$ cat config.mk
export PLATFORM = sky130hd
export DESIGN_NAME = div_clk_monitor
export DESIGN_NICKNAME = d
export VERILOG_FILES = /design/src/rtl/div_clk_monitor.sv
export SDC_FILE = /design/constraint.sdc
export NUM_CORES = 1
export LEC_CHECK = 0
export BUFFER_PORTS_ARGS = -buffer_cell sky130_fd_sc_hd__clkbuf_2
export CORE_MARGIN = 1.5
export CORE_UTILIZATION = 52
export DETAILED_ROUTE_END_ITERATION = 6
export MAX_ROUTING_LAYER = met4
export PLACE_DENSITY = 0.77
export SLEW_MARGIN = 20
export SYNTH_ARGS = -nofsm -noshare
export SYNTH_HDL_FRONTEND = slang
export SYNTH_SLANG_ARGS = --single-unit
$ cat constraint.sdc
create_clock -name clk -period 1.5 [get_ports clk]
set_input_delay 0.15 -clock clk [delete_from_list [all_inputs] [get_ports clk]]
set_output_delay 0.15 -clock clk [all_outputs]
set_load 0.02 [all_outputs]
$ cat src/rtl/div_clk_monitor.sv
// Monitors a divided clock that is sampled as data in the clk domain. It measures the
// period and high time, compares each period against an expected value and reports lock and sticky errors.
module div_clk_monitor #(
    parameter int CNT_W       = 8,
    parameter int SYNC_STAGES = 2,
    parameter int EXP_PERIOD  = 3,
    parameter int PERIOD_TOL  = 0,
    parameter int LOCK_COUNT  = 4,
    parameter int TIMEOUT     = 16
) (
    input  logic             clk,
    input  logic             rstn,
    input  logic             en,
    input  logic             div_in,
    input  logic             clr_err,
    output logic [CNT_W-1:0] period,
    output logic [CNT_W-1:0] high_cnt,
    output logic             meas_valid,
    output logic             locked,
    output logic             err_period,
    output logic             err_stuck
);

    localparam int RUN_W = $clog2(LOCK_COUNT + 1);
    localparam logic [CNT_W-1:0] EXP_CNT     = CNT_W'(EXP_PERIOD);
    localparam logic [CNT_W-1:0] TOL_CNT     = CNT_W'(PERIOD_TOL);
    localparam logic [CNT_W-1:0] TIMEOUT_CNT = CNT_W'(TIMEOUT);
    localparam logic [RUN_W-1:0] RUN_MAX     = RUN_W'(LOCK_COUNT);

    typedef enum logic [1:0] {
        IDLE      = 2'd0,
        WAIT_EDGE = 2'd1,
        MEASURE   = 2'd2,
        LOCKED    = 2'd3
    } state_t;

    state_t state_reg, state_next;

    // Tap 0 is the raw input; each generated stage adds one flop of delay.
    logic [SYNC_STAGES:0] sync_tap;
    assign sync_tap[0] = div_in;

    genvar gi;
    generate
        for (gi = 0; gi < SYNC_STAGES; gi++) begin : g_sync
            logic stage_reg;
            always_ff @(posedge clk or negedge rstn) begin
                if (!rstn) begin
                    stage_reg <= 1'b0;
                end else begin
                    stage_reg <= sync_tap[gi];
                end
            end
            assign sync_tap[gi+1] = stage_reg;
        end
    endgenerate

    logic             s;
    logic             s_d_reg;
    logic             rise;
    logic [CNT_W-1:0] cnt_reg, cnt_next, cnt_inc;
    logic [CNT_W-1:0] hc_reg, hc_next, hc_inc;
    logic [CNT_W-1:0] diff;
    logic [RUN_W-1:0] good_run_reg, good_run_next, run_inc;
    logic [CNT_W-1:0] period_reg, high_cnt_reg;
    logic             meas_valid_reg, meas_valid_next;
    logic             locked_reg, locked_next;
    logic             err_period_reg, err_period_next;
    logic             err_stuck_reg, err_stuck_next;
    logic             capture;
    logic             period_set, stuck_set;
    logic             good;
    logic             timeout;
    logic             measuring;

    assign s         = sync_tap[SYNC_STAGES];
    assign rise      = s & ~s_d_reg;
    assign cnt_inc   = (&cnt_reg) ? cnt_reg : cnt_reg + CNT_W'(1);
    assign hc_inc    = (s && !(&hc_reg)) ? hc_reg + CNT_W'(1) : hc_reg;
    assign run_inc   = (good_run_reg >= RUN_MAX) ? RUN_MAX : good_run_reg + RUN_W'(1);
    assign diff      = (cnt_reg >= EXP_CNT) ? (cnt_reg - EXP_CNT) : (EXP_CNT - cnt_reg);
    assign good      = (diff <= TOL_CNT);
    assign measuring = (state_reg == MEASURE) || (state_reg == LOCKED);
    assign timeout   = measuring && !rise && (cnt_reg == TIMEOUT_CNT);

    always_ff @(posedge clk or negedge rstn) begin
        if (!rstn) begin
            state_reg <= IDLE;
        end else begin
            state_reg <= state_next;
        end
    end

    always_comb begin
        state_next = state_reg;
        if (!en) begin
            state_next = IDLE;
        end else begin
            case (state_reg)
                IDLE: begin
                    state_next = WAIT_EDGE;
                end
                WAIT_EDGE: begin
                    if (rise) begin
                        state_next = MEASURE;
                    end
                end
                MEASURE: begin
                    if (rise && good && (run_inc >= RUN_MAX)) begin
                        state_next = LOCKED;
                    end else if (timeout) begin
                        state_next = WAIT_EDGE;
                    end
                end
                LOCKED: begin
                    if (rise && !good) begin
                        state_next = MEASURE;
                    end else if (timeout) begin
                        state_next = WAIT_EDGE;
                    end
                end
                default: begin
                    state_next = IDLE;
                end
            endcase
        end
    end

    // Produces next values for the counters and registered outputs. A disabled monitor
    // discards any partial measurement, but it leaves the sticky errors unchanged.
    always_comb begin
        cnt_next        = cnt_reg;
        hc_next         = hc_reg;
        good_run_next   = good_run_reg;
        capture         = 1'b0;
        meas_valid_next = 1'b0;
        period_set      = 1'b0;
        stuck_set       = 1'b0;
        if (!en || (state_reg == IDLE)) begin
            cnt_next      = '0;
            hc_next       = '0;
            good_run_next = '0;
        end else if (state_reg == WAIT_EDGE) begin
            good_run_next = '0;
            if (rise) begin
                cnt_next = CNT_W'(1);
                hc_next  = CNT_W'(1);
            end else begin
                cnt_next = '0;
                hc_next  = '0;
            end
        end else if (rise) begin
            capture         = 1'b1;
            meas_valid_next = 1'b1;
            cnt_next        = CNT_W'(1);
            hc_next         = CNT_W'(1);
            if (good) begin
                good_run_next = run_inc;
            end else begin
                good_run_next = '0;
                period_set    = 1'b1;
            end
        end else if (timeout) begin
            stuck_set     = 1'b1;
            good_run_next = '0;
            cnt_next      = '0;
            hc_next       = '0;
        end else begin
            cnt_next = cnt_inc;
            hc_next  = hc_inc;
        end
        locked_next     = (state_next == LOCKED);
        err_period_next = period_set | (err_period_reg & ~clr_err);
        err_stuck_next  = stuck_set | (err_stuck_reg & ~clr_err);
    end

    always_ff @(posedge clk or negedge rstn) begin
        if (!rstn) begin
            s_d_reg        <= 1'b0;
            cnt_reg        <= '0;
            hc_reg         <= '0;
            good_run_reg   <= '0;
            period_reg     <= '0;
            high_cnt_reg   <= '0;
            meas_valid_reg <= 1'b0;
            locked_reg     <= 1'b0;
            err_period_reg <= 1'b0;
            err_stuck_reg  <= 1'b0;
        end else begin
            s_d_reg        <= s;
            cnt_reg        <= cnt_next;
            hc_reg         <= hc_next;
            good_run_reg   <= good_run_next;
            meas_valid_reg <= meas_valid_next;
            locked_reg     <= locked_next;
            err_period_reg <= err_period_next;
            err_stuck_reg  <= err_stuck_next;
            if (capture) begin
                period_reg   <= cnt_reg;
                high_cnt_reg <= hc_reg;
            end
        end
    end

    assign period     = period_reg;
    assign high_cnt   = high_cnt_reg;
    assign meas_valid = meas_valid_reg;
    assign locked     = locked_reg;
    assign err_period = err_period_reg;
    assign err_stuck  = err_stuck_reg;

endmodule
# [After elaboration in Yosys (flattened, before gate mapping)]
# Cells that the tools add are included.
[totals] reg_bits=44 in_bits=5 elab_cells=87 output_inout_bits=20
[classes] n_eq_ne=6 mux=35 magnitude_cmp=4 add_sub_neg=5 n_reduce_logical=17 n_bitwise=7
[op_table] operator="two-way mux 8 bit" count=11
[op_table] operator="two-way mux 3 bit" count=6
[op_table] operator="adder 8 x 1 -> 8 bit, second input constant" count=2
[op_table] operator="AND reduction 8 bit" count=2
[op_table] operator="two-way mux 1 bit" count=12
[op_table] operator="two-way mux 2 bit" count=5
[op_table] operator="== test 8 x 5 -> 1 bit, second input constant" count=1
[op_table] operator=">= comparator 8 x 2 -> 1 bit, second input constant" count=1
[op_table] operator="less-or-equal comparator 8 x 1 -> 1 bit, second input constant" count=1
[op_table] operator="case mux 2 bit (4 select lines)" count=1
[op_table] operator="subtractor 2 x 8 -> 8 bit, first input constant" count=1
[op_table] operator="subtractor 8 x 2 -> 8 bit, second input constant" count=1
[op_table] operator="== test 2 bit, second input constant" count=3
[op_table] operator=">= comparator 3 bit, second input constant" count=2
[op_table] operator="logical AND 1 bit" count=6
[op_table] operator="!= test 5 x 3 -> 1 bit, second input constant" count=1
[op_table] operator="nonzero test 5 bit" count=1
[op_table] operator="logical NOT 1 bit" count=4
[op_table] operator="nonzero test 4 bit" count=1
[op_table] operator="adder 3 x 1 -> 3 bit, second input constant" count=1
[op_table] operator="bitwise AND 1 bit" count=3
[op_table] operator="== test 2 x 1 -> 1 bit, second input constant" count=1
[op_table] operator="logical NOT 2 bit" count=1
[op_table] operator="logical OR 1 bit" count=2
[op_table] operator="other kinds (2)" count=4

# [Logic depth before layout (Yosys ltp)]
# Gate-level depths: netlist (run 1).
[logic_depth] depth_word=10 depth_mapped=7 depth_no_buf=6

# [Worst setup path before layout (run 1)]
# No wires, ideal clock.
[synth_path] kind="register to register" start="register cnt_reg[3]" end="register hc_reg[0]" required_time_ns=1.375 path_slack_ns=-0.060 setup_ns=0.125 path_stages_with_launch=7 arrival_ns=1.435 cell_sequence="dfrtp_1 -> inv_1 -> ha_1 -> and3_4 -> a211oi_2 -> nand2_1 -> mux2_2"
[synth_via] elab_chain_len=6
[synth_rtl] item="from (decl)" line="61" source="logic [CNT_W-1:0] cnt_reg, cnt_next, cnt_inc;"
[synth_rtl] item="from (signal assigned)" line="191" source="cnt_reg <= cnt_next;"
[synth_rtl] item="== test 8 x 5 -> 1 bit *" line="84" source="assign timeout = measuring && !rise && (cnt_reg == TIMEOUT_CNT);"
[synth_rtl] item="logical AND 1 bit *" line="84"
[synth_rtl] item="two-way mux 8 bit" line="163" source="end else if (timeout) begin"
[synth_rtl] item="two-way mux 8 bit" line="152" source="end else if (rise) begin"
[synth_rtl] item="two-way mux 8 bit" line="143" source="end else if (state_reg == WAIT_EDGE) begin"
[synth_rtl] item="two-way mux 8 bit" line="139" source="if (!en || (state_reg == IDLE)) begin"
[synth_rtl] item="to (signal assigned)" line="192" source="hc_reg <= hc_next;"
[synth_rtl] item="to (decl)" line="62" source="logic [CNT_W-1:0] hc_reg, hc_next, hc_inc;"
# Mark *: on every way between the ends. The rest lies on a longest branch, timed or not.
# A chain may end at the register's enable or synchronous reset.

# [Final worst setup path (run 1)]
[layout_path] start="register cnt_reg[0]" end="register hc_reg[0]"
# The elaborated chain is that of the path after synthesis.

==> run metrics, run 1 <==
number of cell instances on the worst register-to-register path 6; ys async rst share 100%; Setup WS pre-CTS -0.0676 ns; Boundary Pins 25; drt wl/cell ~16 microns; drt drc 0; GRT Overall Usage between 20 and 30%; Req. time, crit path 1.70 ns; hpwl dp ~3600 microns; Primary FF master, synth dfrtp_1; maximum clock frequency roughly 630 MHz; register area roughly 0.0011 sq mm; Cell Count, Final, Fillers Out approximately 340; Max-Cap Viols 0; Post-synth EDFFs 0; Final Util between 70 and 80%; Starting Density between 50% and 60%; crit-path max FO 5; CP Capture Type register; power per cell area just over 800 mW/mm^2; Final Hold Fails 0; sw frac roughly 22%; buffer levels on the longest clock path 2; FILL cells between 200 and 300; gr ovfl total 0; Yosys reg bits 44; proportion of synthesized chip area in sequential cells between 50 and 60%; status finished, violations left; total wire length between 5000 and 6000 microns; Distinct cells, synth 52; Final period util 106%; Hold Path Depth 3; Vias 1,880; post-detailed-route via-to-cell ratio 5.60; number of global-route vias before repair around 1,800; Placed Cells between 300 and 400; Setup CP Type register to register; clock transition at the registers of the reported paths about 0.08 ns; Slew headroom about two thirds; skew final 0.00696 ns; leakage power 1.36 nW; drt first-iter violations between 100 and 150; max-slew violations 0; Flop pwr share around half; Num Clock Sinks 44; area of the multi-input gates ~0.0011 sq mm; initial antenna violation count 0; synth warn 0; die height 67.9 microns; RSZ-0062 raised after global routing true; failing checks setup timing; final instance area approximately 0.0029 sq mm; Syn Std Cell Area around 0.0022 sq mm; width of the chip between 60 and 70 microns; first-pass GRT wire length 8670 microns; gp weighted congestion slightly above 0.9; Clock Tree Root clkbuf_8; Net Sw Power around 530 uW; Placement Cell Area roughly 0.0026 sq mm; Area growth syn-to-layout 32.9%; DRT antenna net count 0; CP startpoint kind register; total internal power 1.87 mW; Worst VDD drop ~0.67 mV; Port Buffers 24; cts bufs inserted 5; Mapped Avg Cell Area roughly 10 sq um; Total Power roughly 2.4 mW; Logic pwr share approximately 7.4%; H-tree depth 2; CP arrival between 1.5 and 2 ns; final worst slack -0.0845 ns; count of final setup violators 11; Worst-Margin Slew 0.504 ns; CTS tree built; row count 23; Pre-Repair DR Iteration Count 4; die area ~0.0046 sq mm; Gate Count Post-Synth 219; antenna cells 0; worst-skew pair later-pin latency 0.30 ns; Clk network pwr share 41.7%; nets around 300; largest net degree at the start of global routing 27; core region area 0.00403 sq mm; Mapped Nets 232; worst hold path class input port to register; fraction of layout instances using a drive strength above 1 a little under two fifths; min cycle time layout 1.58 ns
## final cells by class
class,count,share of cell area [%]
clock inverter,1,1.03
sequential,44,37.8
clock buffer,7,3.31
inverter,12,1.55
tap,50,2.15
multi-input combinational,157,37.7
timing repair buffer,65,16.4
## worst max-delay path, stage by stage, from the launching register on
cell	delay, ns
dfrtp_1	0.45
inv_2	0.09
ha_2	0.16
and3_4	0.22
and3_4	0.20
o22ai_1	0.08
mux2_2	0.28
## per-stage QoR
stage / TNS, ns / hold WS (ns)
floorplan: -0.00224 / -0.146
global placement: -0.0134 / 0.130
detailed placement: -0.279 / 0.138
CTS: -0.0234 / 0.135
global route: -1.69 / 0.157
finish: -0.548 / 0.160
## what timing repair did
item / CTS / global route
hold buffers: 2 / 0
pin swaps: 7 / 5
setup endpoints to repair: 11 / 22
setup buffers: 3 / 1
hold endpoints to repair: 19 / 0
cloned: 0 / 1
resized for setup: 10 / 15
## cells in the mapped netlist, types with 2 or more instances
master | instances | area share (%)
a211oi_1 | 3 | 1.0
a21boi_0 | 2 | 0.68
a21oi_1 | 7 | 1.6
a31oi_1 | 3 | 0.86
buf_2 | 4 | 0.91
dfrtp_1 | 44 | 50
ha_1 | 8 | 4.6
inv_1 | 11 | 1.9
nand2_1 | 49 | 8.4
nand2b_1 | 2 | 0.57
nand3_1 | 9 | 2.1
nand3_2 | 2 | 0.91
nand4_1 | 3 | 0.86
nor2_1 | 12 | 2.1
nor2b_1 | 2 | 0.57
nor3_1 | 4 | 0.91
o21ai_0 | 11 | 2.5
o22ai_1 | 2 | 0.57
o31ai_1 | 2 | 0.68
or3_1 | 3 | 0.86
xnor2_1 | 5 | 2.0
## power by group through the flow
stage	sequential, mW	clock [mW]	combinational [mW]
after floorplan	1.25	0	0.0536
after global placement	1.24	0	0.148
after detailed placement	1.24	0	0.153
after CTS	1.22	1.01	0.164
after global routing	1.23	1.07	0.194
final	1.22	1.00	0.177
## cell usage in the layout (no fill, tap or decap), types with 2 or more instances in the layout
cell            n
nor2_1         12
nand2_1        49
dfrtp_1        43
a31oi_2         2
inv_1           7
nand3_1         8
or3_1           3
inv_2           5
xnor2_1         5
ha_1            4
and3_4          2
clkbuf_2       24
buf_4          35
ha_2            3
a21oi_1         6
nand3_2         3
clkbuf_8        7
nand4_1         3
buf_12          2
o21ai_0         9
a211oi_1        2
dlygate4sd3_1   2
o21ai_1         2
o22ai_1         2
nor3_1          3
## path summary, 6_finish.rpt
kind                                          startpoint                             to  slack [ns]
hold reg to reg            g_sync[0].stage_reg$_DFF_PN0_  g_sync[1].stage_reg$_DFF_PN0_        0.35
max in group asynchronous                           rstn         cnt_reg[3]$_DFFE_PN0P_        0.64
hold / removal                                   clr_err            err_stuck$_DFF_PN0_        0.16
setup / recovery                  cnt_reg[0]$_DFFE_PN0P_          hc_reg[0]$_DFFE_PN0P_       -0.08
min in group asynchronous                           rstn               locked$_DFF_PN0_        0.35
setup reg to reg                  cnt_reg[0]$_DFFE_PN0P_          hc_reg[0]$_DFFE_PN0P_       -0.08
## kinds of logic after synthesis
group	Yosys count	share of synthesized area [%]
xor+xnor	7	3.65
buf+inv	18	3.65
fa+ha+maj	8	4.57
flops	44	50.2
mux	2	0.970
compound gates	41	13.9
simple gates	99	23.0
## routing by layer
metal | share of wire [%] | track usage, %
met3 | 5.4 | 5.76
met4 | 4.6 | 12.8
met1 | 39 | 31.7
met2 | 51 | 44.1
met5 | 0 | -
No activity file was read; power rests on OpenSTA's default activity.
==> run 2: changes to the inputs <==
--- a/config.mk
+++ b/config.mk
@@ -6,7 +6,7 @@
 export NUM_CORES = 1
 export LEC_CHECK = 0
 export BUFFER_PORTS_ARGS = -buffer_cell sky130_fd_sc_hd__clkbuf_2
-export CORE_MARGIN = 1.5
+export CORE_MARGIN = 2
 export CORE_UTILIZATION = 52
 export DETAILED_ROUTE_END_ITERATION = 6
 export MAX_ROUTING_LAYER = met4
==> run 2 against run 1 <==
Compared with the run above:
- the run still ends with setup timing left
- via count increased by 0.80%
- die area increased by 3.0%
- register-to-register slack improved by 0.02 ns
- wire length decreased by 2.7%
- clock power decreased by 28%
- setup slack improved by 0.015 ns
==> run metrics, run 2 (same netlist as run 1, synthesis figures left out) <==
status finished, violations left; failing checks setup timing; Boundary Pins 25 (unchanged); Net Sw Power 519 uW (-2.2%); Req. time, crit path 1.69 ns (about the same); final worst slack -0.0695 ns (+0.0150 ns); Area growth syn-to-layout 32.8% (about the same); total wire length 5340 microns (-2.7%); core region area 0.00403 sq mm (unchanged); die height 68.9 microns (+1.5%); met1 usage 30.8% (-0.92 points); Final period util 105% (-1.0 points); met3 GRT Util 4.87% (-0.89 points); hpwl dp 3410 microns (-5.6%); antenna cells 0 (unchanged); CP arrival 1.76 ns (-0.02 ns); Slew headroom 75.0% (+8.6 points); DRT antenna net count 0 (unchanged); die area 0.00475 sq mm (+3.0%); row count 23 (unchanged); Max-Cap Viols 0 (unchanged); most frequent cells in the layout nand2_1, dfrtp_1, buf_4, clkbuf_2, nor2_1; Crit-path slowest cell dfrtp_1; gr busiest metal met2; cts bufs inserted 5 (unchanged); Clock Tree Root clkbuf_8; final instance area 0.00291 sq mm (about the same); largest net degree at the start of global routing 45 (+67%); CTS tree built; Port Buffers 24 (unchanged); GRT Overall Usage 23.6% (-3.3 points); Num Clock Sinks 44 (unchanged); CP startpoint kind register; total internal power 1.60 mW (-14%); power per cell area 728 mW/mm^2 (-12%); leakage power 1.36 nW (+0.19%); CP peak stage delay 0.40 ns (-0.05 ns); Pre-Repair DR Iteration Count 4 (unchanged); skew final 0.00484 ns (-0.00213 ns); post-detailed-route via-to-cell ratio 5.57 (-0.39%); CP Capture Type register; clock transition at the registers of the reported paths 0.08 ns (about the same); max-slew violations 0 (unchanged); worst-skew pair later-pin latency 0.30 ns (about the same); setup tns final -0.148 ns (+0.400 ns); Setup CP Type register to register; crit-path max FO 5 (unchanged); worst hold path class input port to register; FILL cells 286 (-3.1%); register area 0.00110 sq mm (unchanged); critical path's top delay family flip-flops; Worst VDD drop 0.583 mV (-13%); nets 303 (+1.7%); count of final setup violators 3 (-8); area of the multi-input gates 0.00110 sq mm (+0.46%); H-tree depth 2 (unchanged); first-pass GRT wire length 7980 microns (-8.0%); gr ovfl total 0 (unchanged); drt wl/cell 15.7 microns (-3.9%); Placement Cell Area 0.00260 sq mm (-0.86%); commonest non-fill, non-tap cell in the layout nand2_1; fraction of layout instances using a drive strength above 1 37.9% (+0.52 points); CP Cell Sequence inv_2 > ha_4 > and3_4 > a211oi_4 > nand2_1 > mux2_4; Clk network pwr share 33.9% (-7.8 points); M2 GR Usage 36.7% (-7.4 points); number of global-route vias before repair 1,754 (-4.3%); buffer levels on the longest clock path 2 (unchanged); drt first-iter violations 176 (+42%); width of the chip 68.9 microns (+1.5%); Starting Density 54.4% (unchanged); sw frac 24.5% (+2.4 points); Worst-Margin Slew 0.371 ns (-0.133 ns); Logic pwr share 8.5% (+1.1 points); RSZ-0062 raised after global routing true; Final Hold Fails 0 (unchanged); gp weighted congestion 0.845 (-8.6%); drt drc 0 (unchanged); Buf+Inv Stages, Crit Path 1 (unchanged); Flop pwr share 57.6% (+6.6 points); Vias 1,895 (+0.80%); min cycle time layout 1.57 ns (-0.0150 ns); maximum clock frequency 637 MHz (+0.96%); initial antenna violation count 0 (unchanged)
[run 2: final cells by class]
| type | instances | area share (%) |
|---|---|---|
| multi-input cells | 157 | 37.9 |
| well taps | 50 | 2.15 |
| inverters | 12 | 1.55 |
| clock inverters | 2 | 0.430 |
| clock buffers | 5 | 2.36 |
| repair buffers | 70 | 17.7 |
| flip-flops and latches | 44 | 37.9 |
[run 2: per-layer routing]
| layer | wire, microns | part of all wire (%) | up-vias |
|---|---|---|---|
| met3 | 215 | 4.0 | 11 |
| met2 | 2760 | 52 | 59 |
| li1 | - | - | 898 |
| met1 | 2280 | 43 | 927 |
| met5 | 0 | 0 | - |
| met4 | 89 | 1.7 | 0 |
[run 2: power groups by stage]
stage,registers (mW),clock network (mW),logic [mW]
6_report,1.22,0.718,0.181
5_1_grt,1.22,0.782,0.200
4_1_cts,1.22,0.730,0.163
3_5_place_dp,1.25,0,0.151
3_3_place_gp,1.24,0,0.147
2_1_floorplan,1.25,0,0.0536
[run 2: metrics by stage]
step	cells	util (%)	hold slack [ns]	total power [mW]	setup WS [ns]
2_1_floorplan	219	-	-0.146	1.31	-0.00224
3_3_place_gp	318	64.6	0.145	1.39	-0.0155
3_5_place_dp	318	64.6	0.148	1.40	-0.0992
4_1_cts	334	69.0	0.141	2.11	-0.0417
5_1_grt	340	72.3	0.174	2.21	-0.124
6_report	340	72.3	0.144	2.12	-0.0695
[run 2: tightest hold or removal path, stage by stage]
cell	delay, ns
clkbuf_2	0.07
inv_1	0.05
o2bb2ai_1	0.13
[run 2: worst paths after layout]
check | from | end | slack, ns | cells past startpoint
worst max-delay path | cnt_reg[3]$_DFFE_PN0P_ | hc_reg[0]$_DFFE_PN0P_ | -0.07 | 6
worst min-delay path | clr_err | err_stuck$_DFF_PN0_ | 0.14 | 3
worst max register to register | cnt_reg[3]$_DFFE_PN0P_ | hc_reg[0]$_DFFE_PN0P_ | -0.07 | 6
worst min register to register | g_sync[0].stage_reg$_DFF_PN0_ | g_sync[1].stage_reg$_DFF_PN0_ | 0.36 | 0
max in group asynchronous | rstn | state_reg[1]$_DFF_PN0_ | 0.92 | 3
min in group asynchronous | rstn | period[0]$_DFFE_PN0P_ | 0.37 | 3
[run 2: timing repair]
action                                  CTS  global route
buffers inserted                          7             5
cloned                                    0             1
endpoints found under the setup margin   10            21
gates resized for setup                   8            17
hold buffers                              2             0
endpoints found under the hold margin    45             0
pin swaps                                 3            11
